## src/rtl/sha256_round_sequencer_if.sv

```systemverilog
// Signal bundle between the dispatch/consumer side and one SHA-256 round sequencer.
// The master side offers blocks, hold and yumi; the slave side is the sequencer.
interface sha256_round_sequencer_if #(
   parameter int CTR_W = 6
);
   logic             v_i;
   logic             first_i;
   logic [511:0]     M_i;
   logic             ready_o;
   logic [511:0]     M_o;
   logic             init_o;
   logic [CTR_W-1:0] core_ctr_o;
   logic             round_v_o;
   logic             hold_i;
   logic             hash_load_o;
   logic             hash_update_o;
   logic             v_o;
   logic             yumi_i;
   logic             busy_o;

   modport master (
      output v_i, first_i, M_i, hold_i, yumi_i,
      input  ready_o, M_o, init_o, core_ctr_o, round_v_o,
             hash_load_o, hash_update_o, v_o, busy_o
   );

   modport slave (
      input  v_i, first_i, M_i, hold_i, yumi_i,
      output ready_o, M_o, init_o, core_ctr_o, round_v_o,
             hash_load_o, hash_update_o, v_o, busy_o
   );
endinterface

```

## src/rtl/sha256_round_sequencer.sv

```systemverilog
// Control FSM for one SHA-256 core: registers a block, steps the scheduler and
// compression rounds, pulses the hash update and holds completion until taken.
module sha256_round_sequencer #(
   parameter int ROUNDS = 64,
   parameter int CTR_W  = 6
) (
   input  logic                      clk_i,
   input  logic                      reset_i,
   sha256_round_sequencer_if.slave   bus
);

   typedef enum logic [2:0] {
      IDLE,
      INIT,
      ROUND,
      UPDATE,
      DONE
   } state_t;

   localparam logic [CTR_W-1:0] LAST_CTR = CTR_W'(ROUNDS - 1);

   state_t           state_q, state_d;
   logic [CTR_W-1:0] ctr_q, ctr_d;
   logic [511:0]     m_q, m_d;
   logic             first_q, first_d;

   always_ff @(posedge clk_i) begin
      if (reset_i) begin
         state_q <= IDLE;
         ctr_q   <= '0;
         m_q     <= '0;
         first_q <= 1'b0;
      end else begin
         state_q <= state_d;
         ctr_q   <= ctr_d;
         m_q     <= m_d;
         first_q <= first_d;
      end
   end

   always_comb begin
      state_d           = state_q;
      ctr_d             = ctr_q;
      m_d               = m_q;
      first_d           = first_q;
      bus.ready_o       = 1'b0;
      bus.init_o        = 1'b0;
      bus.round_v_o     = 1'b0;
      bus.hash_load_o   = 1'b0;
      bus.hash_update_o = 1'b0;
      bus.v_o           = 1'b0;

      case (state_q)
         IDLE: begin
            bus.ready_o = 1'b1;
            if (bus.v_i) begin
               m_d     = bus.M_i;
               first_d = bus.first_i;
               state_d = INIT;
            end
         end
         INIT: begin
            // Round 0 consumes word 0 straight from M, so it runs alongside the load pulse.
            bus.init_o      = 1'b1;
            bus.round_v_o   = 1'b1;
            bus.hash_load_o = first_q;
            ctr_d           = CTR_W'(1);
            state_d         = ROUND;
         end
         ROUND: begin
            if (!bus.hold_i) begin
               bus.round_v_o = 1'b1;
               if (ctr_q == LAST_CTR) begin
                  ctr_d   = '0;
                  state_d = UPDATE;
               end else begin
                  ctr_d = ctr_q + CTR_W'(1);
               end
            end
         end
         UPDATE: begin
            bus.hash_update_o = 1'b1;
            ctr_d             = '0;
            state_d           = DONE;
         end
         DONE: begin
            bus.v_o = 1'b1;
            if (bus.yumi_i) begin
               state_d = IDLE;
            end
         end
         default: begin
            state_d = IDLE;
            ctr_d   = '0;
         end
      endcase
   end

   assign bus.M_o        = m_q;
   assign bus.core_ctr_o = ctr_q;
   assign bus.busy_o     = (state_q != IDLE);

endmodule

```

## src/flat_wrapper.sv

```systemverilog
// flat-port wrapper written by rule: the top's interface ports become plain ports
module sha256_round_sequencer_flat 
#(
   parameter int ROUNDS = 64,
   parameter int CTR_W  = 6
)
  (clk_i, reset_i, bus_v_i, bus_first_i, bus_M_i, bus_hold_i, bus_yumi_i, bus_ready_o, bus_M_o, bus_init_o, bus_core_ctr_o, bus_round_v_o, bus_hash_load_o, bus_hash_update_o, bus_v_o, bus_busy_o);
  sha256_round_sequencer_if #(.CTR_W(CTR_W)) bus_i ();
  input  logic clk_i;
  input  logic reset_i;
  input wire logic [$bits(bus_i.v_i)-1:0] bus_v_i;
  input wire logic [$bits(bus_i.first_i)-1:0] bus_first_i;
  input wire logic [$bits(bus_i.M_i)-1:0] bus_M_i;
  input wire logic [$bits(bus_i.hold_i)-1:0] bus_hold_i;
  input wire logic [$bits(bus_i.yumi_i)-1:0] bus_yumi_i;
  output wire logic [$bits(bus_i.ready_o)-1:0] bus_ready_o;
  output wire logic [$bits(bus_i.M_o)-1:0] bus_M_o;
  output wire logic [$bits(bus_i.init_o)-1:0] bus_init_o;
  output wire logic [$bits(bus_i.core_ctr_o)-1:0] bus_core_ctr_o;
  output wire logic [$bits(bus_i.round_v_o)-1:0] bus_round_v_o;
  output wire logic [$bits(bus_i.hash_load_o)-1:0] bus_hash_load_o;
  output wire logic [$bits(bus_i.hash_update_o)-1:0] bus_hash_update_o;
  output wire logic [$bits(bus_i.v_o)-1:0] bus_v_o;
  output wire logic [$bits(bus_i.busy_o)-1:0] bus_busy_o;
  assign bus_i.v_i = bus_v_i;
  assign bus_i.first_i = bus_first_i;
  assign bus_i.M_i = bus_M_i;
  assign bus_i.hold_i = bus_hold_i;
  assign bus_i.yumi_i = bus_yumi_i;
  assign bus_ready_o = bus_i.ready_o;
  assign bus_M_o = bus_i.M_o;
  assign bus_init_o = bus_i.init_o;
  assign bus_core_ctr_o = bus_i.core_ctr_o;
  assign bus_round_v_o = bus_i.round_v_o;
  assign bus_hash_load_o = bus_i.hash_load_o;
  assign bus_hash_update_o = bus_i.hash_update_o;
  assign bus_v_o = bus_i.v_o;
  assign bus_busy_o = bus_i.busy_o;
  sha256_round_sequencer #(.ROUNDS(ROUNDS), .CTR_W(CTR_W)) u_core (.clk_i(clk_i), .reset_i(reset_i), .bus(bus_i));
endmodule
```

## config.mk

```make
export PLATFORM = sky130hd
export DESIGN_NAME = sha256_round_sequencer_flat
export DESIGN_NICKNAME = d
export VERILOG_FILES = /design/src/rtl/sha256_round_sequencer_if.sv /design/src/rtl/sha256_round_sequencer.sv /design/src/flat_wrapper.sv
export SDC_FILE = /design/constraint.sdc
export NUM_CORES = 1
export LEC_CHECK = 0
export BUFFER_PORTS_ARGS = -buffer_cell sky130_fd_sc_hd__buf_2
export CAP_MARGIN = 20
export CORE_AREA = 2 2 408 410
export DETAILED_ROUTE_END_ITERATION = 12
export DIE_AREA = 0 0 410 412
export GPL_ROUTABILITY_DRIVEN = 1
export GPL_TIMING_DRIVEN = 0
export HOLD_SLACK_MARGIN = 0.08
export PLACE_DENSITY = 0.4
export SLEW_MARGIN = 15
export SYNTH_ARGS = -nofsm -noshare
export SYNTH_HDL_FRONTEND = slang
export SYNTH_SLANG_ARGS = --single-unit
export TNS_END_PERCENT = 5
```

## constraint.sdc

```tcl
create_clock -name clk_i -period 1.5 [get_ports clk_i]
set_input_delay 0.3 -clock clk_i [delete_from_list [all_inputs] [get_ports clk_i]]
set_output_delay 0.3 -clock clk_i [all_outputs]
set_load 0.01 [all_outputs]
```

==> Word-level counts from Yosys, hierarchy flattened <==
Index checks and enable logic that the tools add are counted.
{ "totals": {"reg_bits": 522, "input_bits": 518, "output_inout_bits": 525, "wordCells": 36} }
{ "classes": {"addsub": 1, "n_eq_ne": 9, "muxes": 15, "bitwise": 1, "n_reduce_logical": 6} }
{ "op_table": {"columns": ["operator", "n"], "rows": [
  ["one-hot mux 6 bit (3 select lines)", 1],
  ["one-hot mux 3 bit (5 select lines)", 1],
  ["2-to-1 mux 3 bit", 4],
  ["2-to-1 mux 6 bit", 2],
  ["adder 6 x 1 -> 6 bit (second input constant)", 1],
  ["== test 3 x 2 -> 1 bit (second input constant)", 2],
  ["== test 6 bit (second input constant)", 1],
  ["2-to-1 mux 1 bit", 6],
  ["!= test 2 bit (second input constant)", 3],
  ["AND reduction 2 bit", 2],
  ["AND reduction 4 bit", 1],
  ["== test 3 x 1 -> 1 bit (second input constant)", 1],
  ["== test 3 bit (second input constant)", 1],
  ["logical NOT 3 bit", 1],
  ["nonzero test 3 bit", 1],
  ["!= test 2 x 1 -> 1 bit (second input constant)", 1],
  ["one-hot mux 1 bit (2 select lines)", 1],
  ["OR reduction 2 bit", 1],
  ["inverter 1 bit", 1]
]} }

==> Logic depth before layout (Yosys ltp) <==
Gate-level depths: netlist of the first run.
{ "depth": {"depth_word": 4, "depth_mapped": 8, "ltp_nobuf": 5} }

==> Least setup slack after synthesis of the first run <==
OpenSTA, ideal clock, no wires.
{ "synth_path": {"path_type": "flip-flop to flip-flop", "from": "register u_core.state_q[0]", "to": "register u_core.ctr_q[4], in the netlist u_core.bus.core_ctr_o[4]", "setup_ps": 70, "arrival_ps": 1423, "required_ps": 1430, "path_slack_ps": 7, "path_stages_with_launch": 5, "path_buffers": 1, "synth_period_minus_slack_ps": 1493, "path_cell_list": "dfxtp_1 > buf_4 > or3b_4 > or4b_1 > a21oi_1"} }
{ "synth_between": {"elab_chain_len": 4, "word_cells_on_any_way": 9, "cone_classes": "eq/ne: 4; mux: 1; bitwise: 1; reduce/logical: 3"} }
{ "synth_lines": {"columns": ["element", "line", "source"], "rows": [
  ["start: declaration", "sha256_round_sequencer.sv:22", "state_t state_q, state_d;"],
  ["start signal: assignment", "sha256_round_sequencer.sv:34", "state_q <= state_d;"],
  ["branches (longest 4 deep; another with one-hot mux 6 bit (3 select lines))", null, null],
  ["end signal: assignment", "sha256_round_sequencer.sv:35", "ctr_q <= ctr_d;"],
  ["end: declaration", "sha256_round_sequencer.sv:23", "logic [CTR_W-1:0] ctr_q, ctr_d;"]
]} }
Parallel ways; which one is timed is not known.
A chain may end at the register's enable or synchronous reset.

==> Final worst setup path of the first run <==
{ "layout_path": {"from": "register u_core.state_q[1]", "to": "output bus_round_v_o"} }
{ "layout_between": {"elab_chain_len": 2, "word_cells_on_any_way": 3, "cone_classes": "eq/ne: 2; mux: 1"} }
{ "layout_lines": {"columns": ["element", "line", "source"], "rows": [
  ["== test 3 x 2 -> 1 bit / == test 3 x 1 -> 1 bit (equally long branches)", "sha256_round_sequencer.sv:53", "case (state_q)"],
  ["one-hot mux 1 bit (2 select lines) *", "sha256_round_sequencer.sv:53", null],
  ["end: declaration", "flat_wrapper.sv:20", "output wire logic [$bits(bus_i.round_v_o)-1:0] bus_round_v_o;"]
]} }
Every way passes the cells marked *; elsewhere a longest branch is shown, timed or not.

==> results of run 1 <==
[path summary, 6_finish.rpt]
path,to,slack (ns),depth (start not counted)
setup / recovery,bus_round_v_o,-0.55,3
hold / removal,u_core.state_q[0],0.25,4
setup reg to reg,u_core.bus.M_o[500],-0.47,8
hold reg to reg,u_core.bus.M_o[15],0.45,2
[cells in the mapped netlist, drive strengths merged]
cell type  count  area [sq um]
and2           2          12.5
nand2       1029          3860
a21oi        520          2600
nor4           1          6.26
dfxtp        522         10500
nor3           1          5.00
or3            3          18.8
a41oi          1          8.76
or3b           1          11.3
xnor2          1          8.76
nand2b         1          6.26
o31ai          1          7.51
inv            4          15.0
nand3          2          10.0
or4            1          7.51
a31oi          1          6.26
nor2b          1          6.26
o21ai          3          15.0
and3b          1          8.76
or4b           1          10.0
buf          105           547
o21bai         2          15.0
and2b          1          7.51
clkbuf        69           259
o2111ai        1          8.76
ha             1          12.5
a211oi         2          15.0
nor2           3          11.3
and3           1          6.26
nor3b          2          15.0
[stage by stage]
| stage | utilization, % | cells | setup WS, ns | hold WS [ns] | setup TNS, ns |
|---|---|---|---|---|---|
| final | 21.4 | 6187 | -0.552 | 0.254 | -107.35 |
| after global routing | 21.4 | 6185 | -0.630 | 0.256 | -162.01 |
| after CTS | 21.2 | 6170 | -0.659 | 0.162 | -160.44 |
| after detailed placement | 15.8 | 5515 | -1.23 | 0.443 | -451.34 |
| after global placement | 15.8 | 5514 | -1.89 | 0.440 | -727.87 |
| after floorplan | - | 2284 | 0.00661 | 0.432 | 0 |
[timing repair]
item | in CTS | in global routing
resized for setup | 374 | 122
setup endpoints to repair | 983 | 873
hold endpoints to repair | 516 | 0
pin swaps | 34 | 2
hold buffers | 515 | 0
setup buffers | 15 | 4
cloned | 5 | 0
[kinds of logic (layout without fill, tap and decap cells)]
family,Yosys count,in the layout,synth area share [%]
AOI/OAI and AO/OA,531,531,14.9
buffers and inverters,178,1878,4.57
xor gates and xnor gates,1,1,0.0487
other,0,14,0
adders and majority gates,1,1,0.0696
DFF,522,522,58.1
and+or+nand+nor,1051,1051,22.3
[worst max-delay path, stage by stage, from the launching register on]
cell	delay, ns
dfxtp_4	0.39
or3b_4	0.38
o21bai_1	0.15
buf_2	0.17
[layout make-up]
cell class,instances,area [sq um]
timing repair buffer,1581,11100
antenna,14,35.0
multi-input combinational,1584,7050
clock buffer,100,2040
sequential,522,10600
fill,18500,129000
tap,2189,2740
inverter,4,15.0
clock inverter,21,236
buffer,172,1410
[sequential cells by signal (all words and copies together) (netlist names)]
name / flops
u_core.bus.M_o: 512
u_core.state_q: 3
u_core.bus.core_ctr_o: 6
u_core.first_q: 1
[report_power, final]
part | internal, uW | total (uW) | switching, uW
logic | 3790 | 8590 | 4810
registers | 14900 | 15500 | 606
clock network | 9580 | 16800 | 7240
total | 28300 | 40900 | 12600
[cells in the final DEF, fill, tap and decap left out, drive strengths merged, types with 2 or more instances in the layout]
cell         count
a211oi           2
a21oi          520
and2             2
buf           1169
clkbuf         169
clkinv          13
dfxtp          522
diode           14
dlygate4sd3    515
inv             12
nand2         1029
nand3            2
nor2             3
nor3b            2
o21ai            3
o21bai           2
or3              3
[layer usage]
metal	global-route usage (%)	part of all wire [%]	vias to the layer above
met5	0	0.15	-
met4	3.26	2.2	30
met3	3.92	7.5	154
met2	22.4	47	841
met1	17.4	43	10600
li1	-	-	10700
==> flow_summary.json, run 1 <==
{
  "ioPinCount": 1043,
  "viasPerCell": 3.62,
  "numCtsBuffers": 70,
  "ys_warn_count": 0,
  "area_delta_synth_final_pct": 95.7,
  "holdCritStartpoint": "bus_v_i",
  "clkLatencyLatePin_ns": 0.66,
  "slew_headroom_pct": 28.6,
  "place_congestion": 0.898,
  "ctsHtreeMaxLevel": 3,
  "fmax_mhz": 487,
  "nets": 4454,
  "slew_violations": 0,
  "stdcell_area_sq_um": 35200,
  "cts_root_buf": "clkbuf_16",
  "die_area_sq_um": 169000,
  "drtIter0Drc": 1291,
  "grt_max_degree": 12,
  "layout-drive-gt1-share_pct": 35.3,
  "vias": 22400,
  "cp-start-kind": "flip-flop",
  "endpoint_kind": "primary output",
  "period_share_pct": 137,
  "ys_seq_elements": 522,
  "synth.cell_area_sq_um": 18000,
  "fin_ws_ns": -0.552,
  "hold_class": "primary input to flip-flop",
  "maxCapViolations": 0,
  "p_per_area_nw_per_um2": 1160,
  "grt_pass1_wl_um": 164000,
  "placed_cell_area_sq_um": 25900,
  "cp.required_ns": 1.20,
  "rsz0062_at_grt": "true",
  "worst-endpoint-arrival_ns": 1.75,
  "path_class": "flip-flop to primary output",
  "cts_tree": "yes",
  "synth_area_per_cell_sq_um": 7.87,
  "antenna_found_initial": 35,
  "vdd_drop_max_uv": 750,
  "startpoint": "u_core.state_q[1]",
  "netlist-cell-type-count": 34,
  "p_total_uw": 40900,
  "hold_viol_final": 0,
  "cts_buffer_depth": 3,
  "wl_per_cell_um": 19.6,
  "port_buffers": 1041,
  "drt.antenna.violating_nets": 0,
  "finalClockSkew_ns": 0.0449,
  "grt_overflow": 0,
  "clkTransAtPathRegs_ns": 0.06,
  "grt_usage_pct": 13.6,
  "die_w_um": 410,
  "tightest_slew_ns": 1.07,
  "cp_max_fo": 6,
  "p_leak_uw": 0.0155,
  "first_pass_iters": 5,
  "finalWorstPathRequiredPeriod_ns": 2.05,
  "seq_area_frac_synth_pct": 58.1,
  "status": "finished, violations left",
  "floorplan.initialDensity_pct": 10.9,
  "syn_nets": 2803,
  "r2r_start": "u_core.state_q[2]",
  "rows": 149,
  "violations": "negative setup slack",
  "die_h_um": 412,
  "remaining_drc_errors": 0,
  "syn_inst": 2284,
  "totalWireLength_um": 121000,
  "setup_viol": 536,
  "clkSinkCount": 522,
  "core_area_sq_um": 164000,
  "dp_hpwl_um": 97800,
  "grt_pass1_vias": 21800
}
(Power assumes the default switching activity.)
==> run 2: changes to the inputs <==
REMOVE_ABC_BUFFERS = 1   (was default)
==> flow_summary.json, run 2 (synthesis results as in run 1) <==
{
  "status": "finished, violations left",
  "violations": "negative setup slack",
  "cp_max_fo": 9,
  "grt_overflow": 0,
  "setup_viol": 526,
  "finalClockSkew_ns": 0.0324,
  "die_w_um": 410,
  "hold_class": "primary input to flip-flop",
  "grt_pass1_wl_um": 155000,
  "slew_violations": 0,
  "p_per_area_nw_per_um2": 1150,
  "wl_met3_um": 8400,
  "rsz0062_at_grt": "true",
  "finalSetupTns_ns": -169.57,
  "clkSinkCount": 522,
  "rows": 149,
  "cts_buffer_depth": 3,
  "ctsHtreeMaxLevel": 3,
  "layout-drive-gt1-share_pct": 41.2,
  "nets": 4410,
  "p_leak_uw": 0.0163,
  "path_class": "flip-flop to primary output",
  "grt_usage_pct": 12.7,
  "antenna_found_initial": 39,
  "place_congestion": 0.858,
  "floorplan.initialDensity_pct": 10.9,
  "totalWireLength_um": 124000,
  "core_area_sq_um": 164000,
  "r2r_start": "u_core.state_q[0]",
  "reg2reg_slack_ns": -0.47,
  "hold_viol_final": 0,
  "layout_commonest_cell": "buf_2",
  "port_buffers": 1042,
  "dp_hpwl_um": 79500,
  "num-fill-cells": 18100,
  "period_share_pct": 135,
  "hold_depth": 2,
  "drtIter0Drc": 1320,
  "clkTransAtPathRegs_ns": 0.06,
  "grt_pass1_vias": 21000,
  "fin_ws_ns": -0.527,
  "grt_max_degree": 99,
  "holdWs_ns": 0.0260,
  "numCtsBuffers": 71,
  "cts_tree": "yes",
  "top_layer": "met5",
  "finalWorstPathRequiredPeriod_ns": 2.03,
  "tightest_slew_ns": 0.753,
  "cts_root_buf": "clkbuf_16",
  "clkLatencyLatePin_ns": 0.66,
  "cp.required_ns": 1.20,
  "remaining_drc_errors": 0,
  "holdCritStartpoint": "reset_i",
  "maxCapViolations": 0,
  "final_cell_mix": "buf_2 (943), nand2_1 (892), dlygate4sd3_1 (514)",
  "wl_met1_um": 51800,
  "met2_length_um": 60300,
  "ioPinCount": 1043,
  "vdd_drop_max_uv": 709,
  "p_total_uw": 43200,
  "vias": 22300,
  "fmax_mhz": 493,
  "viasPerCell": 3.63,
  "reg2regPathDepth": 12,
  "drt.antenna.violating_nets": 0,
  "holdPathEnd": "u_core.bus.M_o[261]",
  "endpoint_kind": "primary output",
  "rr_endpoint": "u_core.bus.M_o[444]",
  "largest_reg_flops": 512,
  "first_pass_iters": 5,
  "slew_headroom_pct": 49.8,
  "cp-start-kind": "flip-flop",
  "worst-endpoint-arrival_ns": 1.73,
  "die_area_sq_um": 169000,
  "area_delta_synth_final_pct": 108,
  "wl_per_cell_um": 20.2,
  "die_h_um": 412
}
[run 2: cell count changes in the layout (fill, tap and decap cells not counted), sizes merged]
cell	delta
clkbuf	-40
diode	+8
buf	-7
clkinvlp	+5
bufinv	+4
clkinv	-3
inv	-3
nand2	+3
and2	+1
dlygate4sd3	-1
[run 2: final cells by class]
| cell class | instances | area, sq um | share of cell area [%] |
|---|---|---|---|
| clock buffer | 101 | 2030 | 5.42 |
| timing repair buffer | 1704 | 13900 | 37.2 |
| clock inverter | 24 | 300 | 0.803 |
| sequential | 522 | 10600 | 28.3 |
| tap | 2189 | 2740 | 7.32 |
| multi-input combinational | 1588 | 7750 | 20.7 |
| antenna | 22 | 55.1 | 0.147 |
| inverter | 4 | 15.0 | 0.0401 |
[run 2: report_power, final]
part           internal (uW)  switching, uW  leakage (uW)  total [uW]
Combinational           4730           5410        0.0109       10100
Clock                  10200           7310       0.00113       17500
Sequential             15000            606       0.00433       15600
[run 2: how the worst max path moves through the flow]
| stage | slack, ns | to | from | cells past startpoint |
|---|---|---|---|---|
| floorplan | -7.96 | u_core.bus.M_o[0] | u_core.state_q[1] | 4 |
| detailed placement | -1.82 | u_core.bus.M_o[95] | u_core.state_q[1] | 8 |
| global placement | -18.79 | u_core.bus.M_o[255] | u_core.state_q[1] | 4 |
| finish | -0.53 | bus_round_v_o | u_core.state_q[2] | 3 |
| CTS | -0.60 | bus_round_v_o | u_core.state_q[0] | 3 |
| global route | -0.65 | bus_round_v_o | u_core.state_q[2] | 3 |
[run 2: what timing repair did]
item,in CTS,in global routing
gates resized for setup,355,312
endpoints found under the setup margin,940,861
hold endpoints to repair,516,31
setup buffers,31,38
pin swaps,74,59
hold buffers,514,1
cloned,28,38
[run 2: worst max-delay path: stages, from the launching register on]
cell and delay [ns]:
dfxtp_4 0.39, or3b_4 0.39, o21bai_1 0.13, buf_2 0.16
[run 2: metrics by stage]
stage	instance area, sq um	utilization (%)	std cells	setup slack, ns
floorplan	17200	-	2110	-7.96
global placement	25100	15.3	5341	-18.79
detailed placement	25600	15.6	5359	-1.82
CTS	35100	21.4	6057	-0.596
global route	37400	22.8	6148	-0.648
finish	37400	22.8	6154	-0.527
[run 2: metal layers]
metal  vias up  global-route usage (%)
li1      10600                       -
met1     10700                    15.2
met2       821                    22.1
met3       184                    3.18
met4        32                    4.44
met5         -                       0
==> run 3: changes to the inputs <==
RECOVER_POWER = 50   (was default)
==> flow_summary.json, run 3 (synthesis results as in run 1) <==
{
  "path_class": "flip-flop to primary output",
  "clkLatencyLatePin_ns": 0.66,
  "period_share_pct": 135,
  "place_congestion": 0.858,
  "rsz0062_at_grt": "true",
  "endpoint_kind": "primary output",
  "holdCritStartpoint": "reset_i",
  "cts_tree": "yes",
  "totalWireLength_um": 124000,
  "grt_max_degree": 99,
  "cts_root_buf": "clkbuf_16",
  "die_w_um": 410,
  "cp-start-kind": "flip-flop",
  "tightest_slew_ns": 0.753,
  "first_pass_iters": 6,
  "p_per_area_nw_per_um2": 1150,
  "antenna_found_initial": 39,
  "grt_use_met2_pct": 22.1,
  "fmax_mhz": 493,
  "port_buffers": 1042,
  "p_total_uw": 43200,
  "vias": 22300,
  "clkTransAtPathRegs_ns": 0.06,
  "worst-endpoint-arrival_ns": 1.73,
  "num-fill-cells": 18100,
  "final_cell_mix": "buf_2 (908), nand2_1 (892), dlygate4sd3_1 (514)",
  "nets": 4410,
  "startpoint": "u_core.state_q[2]",
  "maxCapViolations": 0,
  "ctsHtreeMaxLevel": 3,
  "globalRouteMet1Util_pct": 15.2,
  "remaining_drc_errors": 0,
  "vdd_drop_max_uv": 709,
  "crit_chain": "or3b_4 > o21bai_1 > buf_2",
  "layout_commonest_cell": "buf_2",
  "cts_buffer_depth": 3,
  "fin_ws_ns": -0.527,
  "p_leak_uw": 0.0163,
  "stdcell_area_sq_um": 37400,
  "ioPinCount": 1043,
  "grt_usage_pct": 12.7,
  "fin_cells": 6154,
  "drt.antenna.violating_nets": 0,
  "core_area_sq_um": 164000,
  "finalClockSkew_ns": 0.0333,
  "wl_per_cell_um": 20.2,
  "cp_max_fo": 9,
  "grt.busiest_layer": "met2",
  "status": "finished, violations left",
  "violations": "negative setup slack",
  "finalWorstPathRequiredPeriod_ns": 2.03,
  "placed_cell_area_sq_um": 25600,
  "slew_violations": 0,
  "hold_class": "primary input to flip-flop",
  "layout-drive-gt1-share_pct": 41.1,
  "rows": 149,
  "r2r_start": "u_core.state_q[0]",
  "largest_reg_flops": 512,
  "use_met3_pct": 3.18,
  "grt_overflow": 0,
  "dp_hpwl_um": 79500,
  "numCtsBuffers": 71,
  "dp_cells": 5359,
  "die_area_sq_um": 169000,
  "hold_viol_final": 0,
  "floorplan.initialDensity_pct": 10.9,
  "slowest_delay_ns": 0.39,
  "drtIter0Drc": 1341,
  "slowest_stage": "dfxtp_4",
  "die_h_um": 412,
  "setup_viol": 526,
  "clkSinkCount": 522,
  "grt_pass1_vias": 21000,
  "area_delta_synth_final_pct": 108,
  "viasPerCell": 3.62,
  "grt_pass1_wl_um": 155000,
  "cp.required_ns": 1.20,
  "slew_headroom_pct": 49.8
}
[run 3: cell types whose count changed in the layout (fill, tap and decap cells not counted)]
cell | previous run | this run
buf_2 | 943 | 908
clkbuf_2 | 0 | 30
clkbuf_1 | 16 | 21
buf_12 | 31 | 33
buf_16 | 42 | 40
[run 3: worst paths after layout]
path / depth (start not counted) / slack (ns) / endpoint
worst min register to register: 2 / 0.45 / u_core.bus.M_o[245]
worst max-delay path: 3 / -0.53 / bus_round_v_o
worst min-delay path: 2 / 0.03 / u_core.bus.M_o[261]
worst max register to register: 12 / -0.47 / u_core.bus.M_o[444]
[run 3: cell type report]
class,instances,area (sq um),area share [%]
Multi-Input combinational cell,1588,7750,20.7
Clock inverter,24,300,0.803
Antenna cell,22,55.1,0.147
Timing Repair Buffer,1704,13900,37.2
Tap cell,2189,2740,7.33
Clock buffer,101,2030,5.43
Sequential cell,522,10600,28.4
Inverter,4,15.0,0.0402
[run 3: power breakdown]
| group | internal, uW | leakage (uW) | switching (uW) |
|---|---|---|---|
| clock network | 10200 | 0.00113 | 7290 |
| logic | 4730 | 0.0108 | 5410 |
| registers | 15000 | 0.00433 | 608 |
[run 3: critical path: cells and delay by family (launching register included)]
family / cells / cell delay, ns
buffers and inverters: 1 / 0.16
DFF: 1 / 0.39
AOI/OAI and AO/OA: 1 / 0.13
and+or+nand+nor: 1 / 0.39
[run 3: routing by layer]
metal  vias to the layer above  routed length, um
met2                       814              60400
met1                     10700              51800
met5                         -                209
met4                        32               3500
li1                      10600                  -
met3                       174               8300
[run 3: what timing repair did]
| action | in CTS | in global routing |
|---|---|---|
| buffers inserted | 31 | 38 |
| endpoints found under the setup margin | 940 | 861 |
| endpoints found under the hold margin | 516 | 31 |
| hold buffers | 514 | 1 |
| pin swaps | 74 | 59 |
| gates resized for setup | 355 | 312 |
| cloned | 28 | 38 |
[run 3: per-stage QoR]
stage | worst slack, ns | TNS [ns] | util, % | hold WS (ns)
after floorplan | -7.96 | -4083.27 | - | 0.369
after global placement | -18.79 | -8054.18 | 15.3 | 0.439
after detailed placement | -1.82 | -529.17 | 15.6 | 0.443
after CTS | -0.596 | -111.17 | 21.4 | -0.0572
after global routing | -0.648 | -215.48 | 22.8 | 0.000114
final | -0.527 | -170.38 | 22.8 | 0.0252
